[src/rtl/mem_arbiter.sv]
// rtl/mem_arbiter.sv - shares one 128-bit memory port between I-side and D-side requesters
// D side has priority; the I side wins once it has watched STARVE_MAX consecutive D grants.
module mem_arbiter #(
    parameter int ADDR_W     = 28,
    parameter int DATA_W     = 128,
    parameter int STARVE_MAX = 4
) (
    input  logic              clk,
    input  logic              rst_n,
    input  logic              i_read,
    input  logic [ADDR_W-1:0] i_addr,
    output logic [DATA_W-1:0] i_rdata,
    output logic              i_ready,
    input  logic              d_read,
    input  logic              d_write,
    input  logic [ADDR_W-1:0] d_addr,
    input  logic [DATA_W-1:0] d_wdata,
    output logic [DATA_W-1:0] d_rdata,
    output logic              d_ready,
    output logic              mem_read,
    output logic              mem_write,
    output logic [ADDR_W-1:0] mem_addr,
    output logic [DATA_W-1:0] mem_wdata,
    input  logic              mem_ready,
    input  logic [DATA_W-1:0] mem_rdata
);

    typedef enum logic [1:0] {IDLE, GNT_I, GNT_D, TURN} state_t;

    localparam logic [3:0] STARVE_LIM = 4'(STARVE_MAX);

    state_t              state_q, state_d;
    logic                mem_read_q, mem_read_d;
    logic                mem_write_q, mem_write_d;
    logic [ADDR_W-1:0]   mem_addr_q, mem_addr_d;
    logic [DATA_W-1:0]   mem_wdata_q, mem_wdata_d;
    logic [3:0]          starve_q, starve_d;
    logic                d_req;
    logic                force_i;

    always_comb begin
        state_d     = state_q;
        mem_read_d  = mem_read_q;
        mem_write_d = mem_write_q;
        mem_addr_d  = mem_addr_q;
        mem_wdata_d = mem_wdata_q;
        starve_d    = starve_q;
        d_req       = d_read | d_write;
        force_i     = i_read && (starve_q == STARVE_LIM);

        case (state_q)
            IDLE: begin
                if (!i_read) begin
                    starve_d = '0;
                end
                if (d_req && !force_i) begin
                    // Write wins when a misbehaving D side raises both strobes.
                    state_d     = GNT_D;
                    mem_write_d = d_write;
                    mem_read_d  = ~d_write;
                    mem_addr_d  = d_addr;
                    mem_wdata_d = d_wdata;
                    if (i_read && starve_q != 4'hF) begin
                        starve_d = starve_q + 4'd1;
                    end
                end else if (i_read) begin
                    state_d     = GNT_I;
                    mem_read_d  = 1'b1;
                    mem_write_d = 1'b0;
                    mem_addr_d  = i_addr;
                    starve_d    = '0;
                end
            end
            GNT_I, GNT_D: begin
                if (mem_ready) begin
                    mem_read_d  = 1'b0;
                    mem_write_d = 1'b0;
                    state_d     = TURN;
                end
            end
            TURN:    state_d = IDLE;
            default: state_d = IDLE;
        endcase
    end

    always_ff @(posedge clk or negedge rst_n) begin
        if (!rst_n) begin
            state_q     <= IDLE;
            mem_read_q  <= 1'b0;
            mem_write_q <= 1'b0;
            mem_addr_q  <= '0;
            mem_wdata_q <= '0;
            starve_q    <= '0;
        end else begin
            state_q     <= state_d;
            mem_read_q  <= mem_read_d;
            mem_write_q <= mem_write_d;
            mem_addr_q  <= mem_addr_d;
            mem_wdata_q <= mem_wdata_d;
            starve_q    <= starve_d;
        end
    end

    // Completion is signalled in the same cycle as mem_ready; read data is a straight pass-through.
    assign i_ready   = (state_q == GNT_I) && mem_ready;
    assign d_ready   = (state_q == GNT_D) && mem_ready;
    assign i_rdata   = mem_rdata;
    assign d_rdata   = mem_rdata;
    assign mem_read  = mem_read_q;
    assign mem_write = mem_write_q;
    assign mem_addr  = mem_addr_q;
    assign mem_wdata = mem_wdata_q;

endmodule

[config.mk]
export PLATFORM = sky130hd
export DESIGN_NAME = mem_arbiter
export DESIGN_NICKNAME = d
export VERILOG_FILES = /design/src/rtl/mem_arbiter.sv
export SDC_FILE = /design/constraint.sdc
export NUM_CORES = 1
export LEC_CHECK = 0
export CORE_AREA = 2 2 284 286
export CTS_CLUSTER_DIAMETER = 60
export DETAILED_ROUTE_END_ITERATION = 16
export DIE_AREA = 0 0 286 288
export PLACE_DENSITY = 0.42
export SETUP_SLACK_MARGIN = 0.1
export SYNTH_ARGS = -nofsm -noshare
export SYNTH_HDL_FRONTEND = slang
export SYNTH_SLANG_ARGS = --single-unit
[constraint.sdc]
create_clock -name clk -period 1.8 [get_ports clk]
set_input_delay 0.45 -clock clk [delete_from_list [all_inputs] [get_ports clk]]
set_output_delay 0.45 -clock clk [all_outputs]
set_load 0.03 [all_outputs]
==> results of run 1 <==
## kinds of logic after synthesis
logic type	Yosys count	share of synthesized area
adders and majority gates	6	0.008140
DFF	164	0.4450
AOI/OAI and AO/OA	75	0.04775
buffers and inverters	298	0.2495
muxes	131	0.2085
and+or+nand+nor	73	0.04111
## power breakdown
part,internal [W],switching [W]
Clock,0.00198,0.00190
Combinational,0.00784,0.00772
Sequential,0.00559,0.00115
## metrics by stage
stage / setup TNS (ns) / setup WS [ns] / instance area (um^2) / power (W)
floorplan: 0 / 0.1409 / 9223 / 0.01630
global placement: -54.23 / -0.4099 / 12360 / 0.02102
detailed placement: -55.22 / -0.4272 / 12360 / 0.02110
CTS: -9.508 / -0.1518 / 13460 / 0.02546
global route: -5.498 / -0.1716 / 13900 / 0.02760
finish: -1.730 / -0.1082 / 13900 / 0.02617
## layout make-up
cell class / count / area, um^2
timing repair buffer: 444 / 4802
sequential: 164 / 4105
inverter: 8 / 30.03
clock inverter: 14 / 168.9
tap: 1060 / 1326
clock buffer: 17 / 425.4
multi-input combinational: 285 / 3039
fill: 8778 / 65740
## sequential cells by signal, summed over array words and instances (netlist names)
register and count:
mem_addr 28, mem_read 1, mem_wdata 128, mem_write 1, starve_q 4, state_q 2
## cell usage after synthesis
cell / instances
o21ai_0: 30
or2_4: 1
a22o_1: 1
buf_1: 1
clkbuf_1: 9
nand3_1: 31
mux2_4: 120
buf_4: 256
dfrtp_1: 164
buf_6: 1
buf_8: 2
buf_12: 11
o311ai_0: 1
and4b_1: 1
inv_1: 8
mux2_2: 9
and2_1: 2
a31oi_1: 29
mux2i_1: 2
nand4_1: 1
ha_1: 6
a21oi_1: 5
nor2b_1: 2
o21a_1: 2
nor3_1: 1
a41oi_1: 1
nor2_1: 30
nand3b_1: 2
o31a_1: 1
buf_2: 10
o22ai_1: 4
nand4b_4: 1
nand3_4: 1
a211o_1: 1
## routing by layer
metal,GRT usage,routed length (um),share of wire
met5,0,0,0
met4,0.04332,1912,0.043
met3,0.07504,6935,0.16
met2,0.1671,21580,0.49
met1,0.08072,13680,0.31
## worst max-delay path, cell delays in order, from the launching register on
cell and delay [ns]:
dfrtp_1 0.41, inv_2 0.05, buf_6 0.11, ha_4 0.14
and2_4 0.14, buf_12 0.13
## timing repair
action | CTS | global route
cloned | 6 | 11
buffers inserted | 13 | 17
endpoints found under the setup margin | 298 | 205
gates resized for setup | 449 | 141
pin swaps | 0 | 59
hold buffers | 1 | 0
endpoints found under the hold margin | 24 | 0
## layout by cell type, fill, tap and decap left out, types with 3 or more instances in the layout
cell type / Yosys / final
clkdlybuf4s50_1: 0 / 188
dfrtp_1: 164 / 163
mux2_4: 120 / 128
clkdlybuf4s15_2: 0 / 96
clkbuf_2: 0 / 41
buf_4: 256 / 37
nand3_1: 31 / 31
a31oi_1: 29 / 29
nor2_1: 30 / 28
buf_12: 11 / 27
o21ai_2: 0 / 26
clkbuf_16: 0 / 24
buf_6: 1 / 16
clkdlybuf4s15_1: 0 / 9
buf_16: 0 / 8
buf_2: 10 / 7
buf_8: 2 / 7
inv_8: 0 / 6
inv_2: 0 / 4
a21oi_1: 5 / 4
inv_1: 8 / 4
ha_4: 0 / 4
clkinvlp_4: 0 / 4
o21ai_0: 30 / 3
o22ai_1: 4 / 3
## how the worst min path moves through the flow
stage                     startpoint                        end  cells after the start
after global placement         rst_n  mem_wdata[42]$_DFFE_PN0P_                      1
after CTS                      rst_n   mem_wdata[9]$_DFFE_PN0P_                      2
after detailed placement       rst_n  mem_wdata[36]$_DFFE_PN0P_                      1
after global routing           rst_n  mem_wdata[36]$_DFFE_PN0P_                      2
after floorplan                rst_n    mem_addr[0]$_DFFE_PN0P_                      0
final                          rst_n  mem_wdata[36]$_DFFE_PN0P_                      2
==> impl_results.md, run 1 <==
- Critical path fanouts, max: 2
- Max IR drop VDD: 621.9 uV
- Synth Net Count: 1,071
- R2R Path Start: state_q[0]$_DFFE_PN0P_
- First-pass GRT wire length: 54,540 um
- Dpl hpwl: 33,070 um
- DR WL/cell: between 20 and 25 um
- Vias in the first global route: 6,446
- Gp weighted congestion: 0.8019
- PnR worst setup slack: -0.1082 ns
- Max Cap Violations: 0
- Die height: ~290 um
- Slew Viols, Final: 0
- Largest net degree at the start of global routing: 58
- Final Setup Violations: 68
- DRC: 0
- Power Density: 1883 nW/um^2
- GRT Residual Overflow: 0
- WHS: 0.4649 ns
- Final WL: 44,100 um
- Inst Count DP: 1,915
- H-tree levels: 4
- Initial core utilization: 0.1158
- Clock Tree Root: clkbuf_16
- Critical Path Sink: d_ready
- Leading area contributor after synthesis: dfrtp_1
- Slew margin rel.: 0.7273
- Final net count: 1,244
- Via count: 6,261
- Crit Path Class: register to primary output
- Core Region: 79,640 um^2
- Starting DRC count in detailed routing: 216
- Worst Tran Pin Value: 0.4091 ns
- RSZ-0062 raised after global routing: true
- Startpoint Class: register
- Die extent in x: about 290 um
- Seq/Total Area, Yosys: 0.4450
- Beginning of the critical path: state_q[0]$_DFFE_PN0P_
- Hold Vio Cnt, Final: 0
- Clock Latency Late Sink: 0.47 ns
- Post-layout util: 0.1745
- Antenna Nets Post-Route: 0
- Synth warn: 0
- CTS tree: yes
- Finished Layout Cells: 1,992
- Die Area: 82,370 um^2
- Clock skew: 0.01971 ns
- Status: finished, violations left
- Port bufs: approximately 350
- CP Capture Type: primary output
- Yosys reg bits: 164
- Clock Tree Buf Depth: 2
- FF-to-FF setup slack: -0.05 ns
- Fin crit share: 1.060
- FF-to-FF End: mem_wdata[35]$_DFFE_PN0P_
- Synth area leaders: dfrtp_1 44%, buf_4 21%, mux2_4 20%, buf_12 2.4%, a31oi_1 2.0%
- Total GRT Usage: 0.09645
- First-pass DRT Iterations: 4
- Row count: 104
- Cts bufs inserted: 17
- WP data arrival: between 1 and 1.5 ns
- Pleak: 5.976 nW
- Post-DR vias/cell: 3.143
- Worst Path Required: 1.35 ns
- Failing checks: negative setup slack
- Cell Area, Synth: a little over 9000 um^2
- Cell variety after synth: 34
- Clock sinks: roughly 160
- Initial antenna violation count: 0
- Area grow syn2layout: 50.69%
- Average size of a mapped cell: 12.35 um^2
- Min-delay worst type: input port to asynchronous set/reset pin
- Share of the synthesized area in the top cell type: 0.4450
- I/O pin cnt: 734
- ANT cells: 0
- Layout cell share with drive strength beyond 1: 0.4861
- Tmin final: 1.908 ns
- Clock transition at path regs: roughly 0.090 ns
- R2r worst-path depth: 9
- Syn Inst Count: 747
- Fmax: 0.5241 GHz
No activity file was read; power rests on OpenSTA's default activity.
==> run 2: changes to the inputs <==
CTS_CLUSTER_SIZE = 16   (was not set)
==> results of run 2 <==
Final layout, timing and power as in run 1 (identical DEF).
